`src/rtl/instruction_fetch_unit_pkg.sv`:
```
// Shared constants for the instruction fetch unit: reset PC, NOP encoding
// and the fetch FSM state encoding.
package instruction_fetch_unit_pkg;

    // Byte address of program ROM word 0; also the PC value after reset.
    localparam logic [31:0] DEFAULT_TEXT_BASE = 32'h00400000;

    // Encoding captured into IF/ID whenever it holds a bubble.
    localparam logic [31:0] NOP_INSTR = 32'h00000000;

    // Fetch FSM states.
    localparam logic [1:0] FETCH_BOOT  = 2'd0;
    localparam logic [1:0] FETCH_RUN   = 2'd1;
    localparam logic [1:0] FETCH_FAULT = 2'd2;

    // Instruction fetches must be word aligned.
    function automatic logic is_word_aligned(input logic [1:0] low_bits);
        return (low_bits == 2'b00);
    endfunction

endpackage

```
`src/rtl/instruction_fetch_unit_ifid_register.sv`:
```
// IF/ID pipeline register with three update modes, in priority order:
// bubble (load NOP / zero), hold (keep contents), load (capture new word).
module ifid_register
    import instruction_fetch_unit_pkg::*;
#(
    parameter int DATA_WIDTH = 32
) (
    input  logic                  clk,
    input  logic                  reset,
    input  logic                  bubble,
    input  logic                  hold,
    input  logic [DATA_WIDTH-1:0] instr_in,
    input  logic [DATA_WIDTH-1:0] pc_plus4_in,
    output logic [DATA_WIDTH-1:0] instr,
    output logic [DATA_WIDTH-1:0] pc_plus4,
    output logic                  valid
);

    // Bubble wins over hold so that a redirect always squashes a stalled slot.
    always_ff @(posedge clk or negedge reset) begin
        if (!reset) begin
            instr    <= '0;
            pc_plus4 <= '0;
            valid    <= 1'b0;
        end else if (bubble) begin
            instr    <= DATA_WIDTH'(NOP_INSTR);
            pc_plus4 <= '0;
            valid    <= 1'b0;
        end else if (!hold) begin
            instr    <= instr_in;
            pc_plus4 <= pc_plus4_in;
            valid    <= 1'b1;
        end
    end

endmodule

```
`src/rtl/instruction_fetch_unit.sv`:
```
// Instruction fetch unit: owns the PC, presents it to the combinational
// program ROM, captures the returned word into IF/ID, applies stall, flush
// and branch/jump redirects, and traps fetches that leave the text segment.
//
// Memory interface: PCAddress is the request; Instruction is the
// combinational response for that address in the same cycle. There is no
// valid/ready pair and no wait state: every cycle in RUN is a completed read.
module instruction_fetch_unit
    import instruction_fetch_unit_pkg::*;
#(
    parameter int                    MEMORY_DEPTH = 32,
    parameter int                    DATA_WIDTH   = 32,
    parameter logic [DATA_WIDTH-1:0] TEXT_BASE    = DATA_WIDTH'(DEFAULT_TEXT_BASE)
) (
    input  logic                  clk,
    input  logic                  reset,
    input  logic                  Stall,
    input  logic                  Flush,
    input  logic                  BranchTaken,
    input  logic [DATA_WIDTH-1:0] BranchTarget,
    input  logic                  JumpTaken,
    input  logic [DATA_WIDTH-1:0] JumpTarget,
    input  logic [DATA_WIDTH-1:0] Instruction,
    output logic [DATA_WIDTH-1:0] PCAddress,
    output logic [DATA_WIDTH-1:0] IFID_Instruction,
    output logic [DATA_WIDTH-1:0] IFID_PCPlus4,
    output logic                  IFID_Valid,
    output logic                  Fault,
    output logic [DATA_WIDTH-1:0] FaultPC
);

    // One past the last legal byte address, one bit wider so the end of a
    // segment placed at the top of the address space cannot wrap.
    localparam logic [DATA_WIDTH:0] TEXT_END =
        {1'b0, TEXT_BASE} + (DATA_WIDTH+1)'(4 * MEMORY_DEPTH);

    logic [1:0]            state;
    logic [1:0]            next_state;
    logic [DATA_WIDTH-1:0] pc_plus4;
    logic [DATA_WIDTH-1:0] candidate_pc;
    logic                  candidate_in_range;
    logic                  candidate_bad;
    logic                  in_run;
    logic                  redirect;
    logic                  fault_entry;
    logic                  ifid_bubble;
    logic                  ifid_hold;

    assign in_run   = (state == FETCH_RUN);
    assign redirect = BranchTaken | JumpTaken;

    // Sequential successor wraps mod 2^DATA_WIDTH; a wrapped value is
    // outside the text segment and is caught by the range check below.
    assign pc_plus4 = PCAddress + DATA_WIDTH'(4);

    // Next-PC selection: the branch is older than the jump, so it wins;
    // either redirect overrides a stall.
    always_comb begin
        candidate_pc = pc_plus4;
        if (BranchTaken) begin
            candidate_pc = BranchTarget;
        end else if (JumpTaken) begin
            candidate_pc = JumpTarget;
        end else if (Stall) begin
            candidate_pc = PCAddress;
        end
    end

    // Range / alignment check on the PC that would be fetched next.
    always_comb begin
        candidate_in_range = ({1'b0, candidate_pc} >= {1'b0, TEXT_BASE}) &&
                             ({1'b0, candidate_pc} <  TEXT_END);
        candidate_bad      = !is_word_aligned(candidate_pc[1:0]) || !candidate_in_range;
    end

    assign fault_entry = in_run && candidate_bad;

    // Fetch FSM: BOOT lasts one cycle, RUN fetches, FAULT is left only by reset.
    always_comb begin
        next_state = state;
        case (state)
            FETCH_BOOT:  next_state = FETCH_RUN;
            FETCH_RUN:   next_state = candidate_bad ? FETCH_FAULT : FETCH_RUN;
            FETCH_FAULT: next_state = FETCH_FAULT;
            default:     next_state = FETCH_BOOT;
        endcase
    end

    // State register.
    always_ff @(posedge clk or negedge reset) begin
        if (!reset) begin
            state <= FETCH_BOOT;
        end else begin
            state <= next_state;
        end
    end

    // PC register: advances only in RUN and only to a legal address.
    always_ff @(posedge clk or negedge reset) begin
        if (!reset) begin
            PCAddress <= TEXT_BASE;
        end else if (in_run && !candidate_bad) begin
            PCAddress <= candidate_pc;
        end
    end

    // Sticky fault flag and the offending next-PC, captured once on entry.
    always_ff @(posedge clk or negedge reset) begin
        if (!reset) begin
            Fault   <= 1'b0;
            FaultPC <= '0;
        end else if (fault_entry) begin
            Fault   <= 1'b1;
            FaultPC <= candidate_pc;
        end
    end

    // IF/ID control. The word at the current PC is legal even when its
    // successor is not, so on the fault-entry edge IF/ID follows the normal
    // RUN rules (a sequential fall-off still captures the last word). Once
    // in FAULT, and during BOOT, IF/ID is loaded with bubbles.
    always_comb begin
        ifid_bubble = 1'b1;
        ifid_hold   = 1'b0;
        if (in_run) begin
            ifid_bubble = redirect | Flush;
            ifid_hold   = Stall;
        end
    end

    ifid_register #(
        .DATA_WIDTH (DATA_WIDTH)
    ) u_ifid (
        .clk         (clk),
        .reset       (reset),
        .bubble      (ifid_bubble),
        .hold        (ifid_hold),
        .instr_in    (Instruction),
        .pc_plus4_in (pc_plus4),
        .instr       (IFID_Instruction),
        .pc_plus4    (IFID_PCPlus4),
        .valid       (IFID_Valid)
    );

endmodule
```
`config.mk`:
```
export PLATFORM = sky130hd
export DESIGN_NAME = instruction_fetch_unit
export DESIGN_NICKNAME = d
export VERILOG_FILES = /design/src/rtl/instruction_fetch_unit_pkg.sv /design/src/rtl/instruction_fetch_unit_ifid_register.sv /design/src/rtl/instruction_fetch_unit.sv
export SDC_FILE = /design/constraint.sdc
export NUM_CORES = 1
export LEC_CHECK = 0
export ABC_AREA = 1
export BUFFER_PORTS_ARGS = -buffer_cell sky130_fd_sc_hd__buf_2
export CAP_MARGIN = 20
export CORE_UTILIZATION = 50
export CTS_CLUSTER_DIAMETER = 200
export DETAILED_ROUTE_END_ITERATION = 10
export GPL_TIMING_DRIVEN = 0
export HOLD_SLACK_MARGIN = 0.12
export PLACE_DENSITY = 0.87
export SETUP_SLACK_MARGIN = 0.1
export SLEW_MARGIN = 15
export SYNTH_ARGS = -nofsm -noshare
export SYNTH_HDL_FRONTEND = slang
export SYNTH_SLANG_ARGS = --single-unit
```
`constraint.sdc`:
```
create_clock -name clk -period 6.18 [get_ports clk]
set_input_delay 0.309 -clock clk [delete_from_list [all_inputs] [get_ports clk]]
set_output_delay 0.309 -clock clk [all_outputs]
set_load 0.02 [all_outputs]
```
==> flow_summary.toml <==
[pwr]
combPwrFrac_pct = 10.8
ir_drop_mv = 0.1568
power_switching_uw = 539.4
leakage_uw = 0.005314
powerDensity_nw_per_um2 = 231.4
pwr-share-clk_pct = 47.5
seqPwrFrac_pct = 41.7
intPower_uw = 1612
p_sw_share_pct = 25.07

[critical_path]
regToRegEndpoint = "PCAddress[5]"
crit_fanout = 10
r2r_cells = 15
regToRegSetupSlack_ns = 2.91
start_kind = "flop"
cp-end-kind = "flop"
crit_path_end = "PCAddress[5]"
path_class = "flop to flop"
worstReg2RegStart = "PCAddress[3]"
cp.required_ns = 6.49
startpoint = "PCAddress[3]"
arrival_ns = 3.59

[global_route]
grt_max_degree = 71
grt.total_usage_pct = 34.08
globalRouteOverflowTotal = 0
grt_pass1_vias = 7582
antenna_found_initial = 0
grt_pass1_wl_um = 37920

[run]
cap_violations = 0

[floorplan]
die_area_um2 = 14930
initial_utilization_pct = 51.64
fp.dieH_um = 122.2
die_w_um = 122.2
core.rowCount = 43
ios = 232
design.core.area_um2 = 13990

[timing]
fmax_ghz = 0.3058
grt_setup_unrepaired = "no"
drv_slew = 0
skew_ns = 0.01292
fin_ws_ns = 2.909
worst_pin_slew_ns = 0.6661
finalSetupViolCount = 0
hold_viol = 0
min_period_over_period_pct = 52.92
fin_setup_tns_ns = 0
finalCriticalPeriod_ns = 3.271
slew-limit-headroom_pct = 55.60

[logic_synthesis]
synthCells = 1000
yosysWarnings = 0
yosysUniqueCellTypes = 35
synth_area_leaders = "dfrtp_1, nand2_1, nand3_1, inv_1, a21oi_1"
synth_fp_nets = 1103
yosysTopAreaCellShare_pct = 45.38
avgSynthCellArea_um2 = 7.223
synth-seq-cells = 132
ys_seq_area_share_pct = 45.75
syn_area_um2 = 7223
yosysTopAreaCell = "dfrtp_1"

[layout]
layout-drive-gt1-share_pct = 24.43
area_delta_synth_final_pct = 28.70
nets = 1359

[drt]
vias_per_cell = 5.538
drc_errors = 0
antenna_left = 0
via_count = 8030
firstDrtPassIters = 6
route.final.wire_length_um = 25030
drt-initial-drc-count = 733
wl_per_cell_um = 17.26

[clock_tree]
cts_max_level = 4
clkSlewWorstSetupHoldPaths_ns = 0.06
clock-sinks = 132
cts_tree = "yes"
cts_buffer_depth = 2
cts-root-buf = "clkbuf_16"
numCtsBuffers = 17
worstSkewPairLatency_ns = 0.43

[placed_design]
post-dp-hpwl_um = 19360
dpl_worst_slack_ns = 3.047
port_buffers = 230
gp_congestion = 1.001

[min_path]
whs_path_depth = 3
hold_class = "input port to flop"

[run_status]
status = "completed"
## registers in the layout, indices dropped and copies added, names as in the netlist
name             flops
FaultPC             32
PCAddress           32
u_ifid.instr        32
u_ifid.pc_plus4     32
state                2
Fault                1
u_ifid.valid         1
## layer usage
layer	track usage, %	up-vias	routed length, um
met5	0	-	0
met4	17.76	0	1166
met3	8.146	108	2582
met2	55.51	510	11520
met1	41.99	3702	9768
li1	-	3710	-
## critical path, stage by stage, from the launching register on
cell     delay (ns)
dfrtp_1        0.46
ha_1           0.36
nand3_1        0.26
nor2_2         0.31
nand3_1        0.11
nand2_1        0.07
nand3_1        0.11
a21oi_1        0.34
nand4_1        0.15
nor2_1         0.12
nand2_1        0.07
nor2_1         0.14
nand4_2        0.28
buf_6          0.26
nand2_1        0.07
nand2_1        0.05
## cells in the final DEF, fill, tap and decap left out, types with 5 or more instances in the layout
cell           count
clkbuf_8           5
nand4_1           10
nor2_1            57
buf_1             10
clkbuf_1          30
inv_1            126
clkbuf_16         17
dlygate4sd3_1      6
o211ai_1          25
buf_6              7
dfrtp_1          131
or2_2             16
buf_2            235
nor2_4             6
a21oi_1           63
nand3_1          154
o21ai_0           17
o21ai_1            5
nand2_1          312
## cell usage after synthesis
cell,number
dfrtp_1,131
clkbuf_1,27
o22ai_1,3
nand2_1,312
o211ai_1,25
nand4_2,1
nor2_4,6
nand3_2,1
buf_1,10
or2_2,16
nor2_2,3
nand3_1,154
a31oi_1,1
buf_2,6
buf_4,2
and2_1,1
clkbuf_2,1
nand2_2,4
o21ai_0,17
or2_1,1
ha_1,1
clkinv_1,2
a22oi_1,1
inv_2,1
nand2_4,1
buf_6,6
dfstp_2,1
nand4_1,10
inv_1,126
xor2_1,2
a21oi_1,63
nor3_1,1
nor2_1,57
nand4_4,1
o21ai_1,5
## cell type report
type / count / area, um2
Fill cell: 1219 / 4692
Sequential cell: 132 / 3304
Multi-Input combinational cell: 687 / 3178
Timing Repair Buffer: 237 / 1245
Clock buffer: 25 / 505.5
Inverter: 129 / 484.2
Buffer: 52 / 256.5
Tap cell: 180 / 225.2
Clock inverter: 7 / 95.09
Antenna cell: 1 / 2.502
## kinds of logic (layout without fill, tap and decap cells)
group           after synthesis  in the layout  share of synthesized area [%]
fa+ha+maj                     1              1                         0.1732
other cells                   0              1                              0
simple gates                569            569                          34.64
flops                       132            132                          45.75
compound gates              115            115                          8.938
xor+xnor                      2              2                         0.2426
buf+inv                     181            450                          10.25
## stage by stage
stage / util (%) / instances / instance area (um2) / hold WS [ns] / power (uW)
2_1_floorplan: - / 1000 / 7223 / 0.01341 / 1028
3_3_place_gp: 61.48 / 1410 / 8600 / 0.4067 / 1129
3_5_place_dp: 61.72 / 1411 / 8633 / 0.3258 / 1136
4_1_cts: 66.44 / 1449 / 9294 / 0.1209 / 2155
5_1_grt: 66.44 / 1449 / 9294 / 0.1349 / 2221
6_report: 66.46 / 1450 / 9296 / 0.1264 / 2151
## power by group through the flow
stage / Clock (uW) / Sequential (uW) / Combinational, uW
final: 1020 / 897 / 232
after detailed placement: 0 / 912 / 225
after floorplan: 0 / 934 / 94.7
after global placement: 0 / 911 / 218
after CTS: 1030 / 897 / 229
after global routing: 1070 / 898 / 253
## what timing repair did
item,4_1_cts,5_1_grt
hold endpoints to repair,67,0
resized for setup,0,0
buffers inserted,0,0
hold buffers,6,0
## how the worst min path moves through the flow
stage | from | to | slack (ns)
2_1_floorplan | reset | Fault | 0.01
5_1_grt | Instruction[3] | u_ifid.instr[3] | 0.13
6_report | Instruction[12] | u_ifid.instr[12] | 0.13
4_1_cts | Instruction[12] | u_ifid.instr[12] | 0.12
3_5_place_dp | reset | PCAddress[25] | 0.33
3_3_place_gp | state[1] | state[0] | 0.41
No activity file was read; power rests on OpenSTA's default activity.
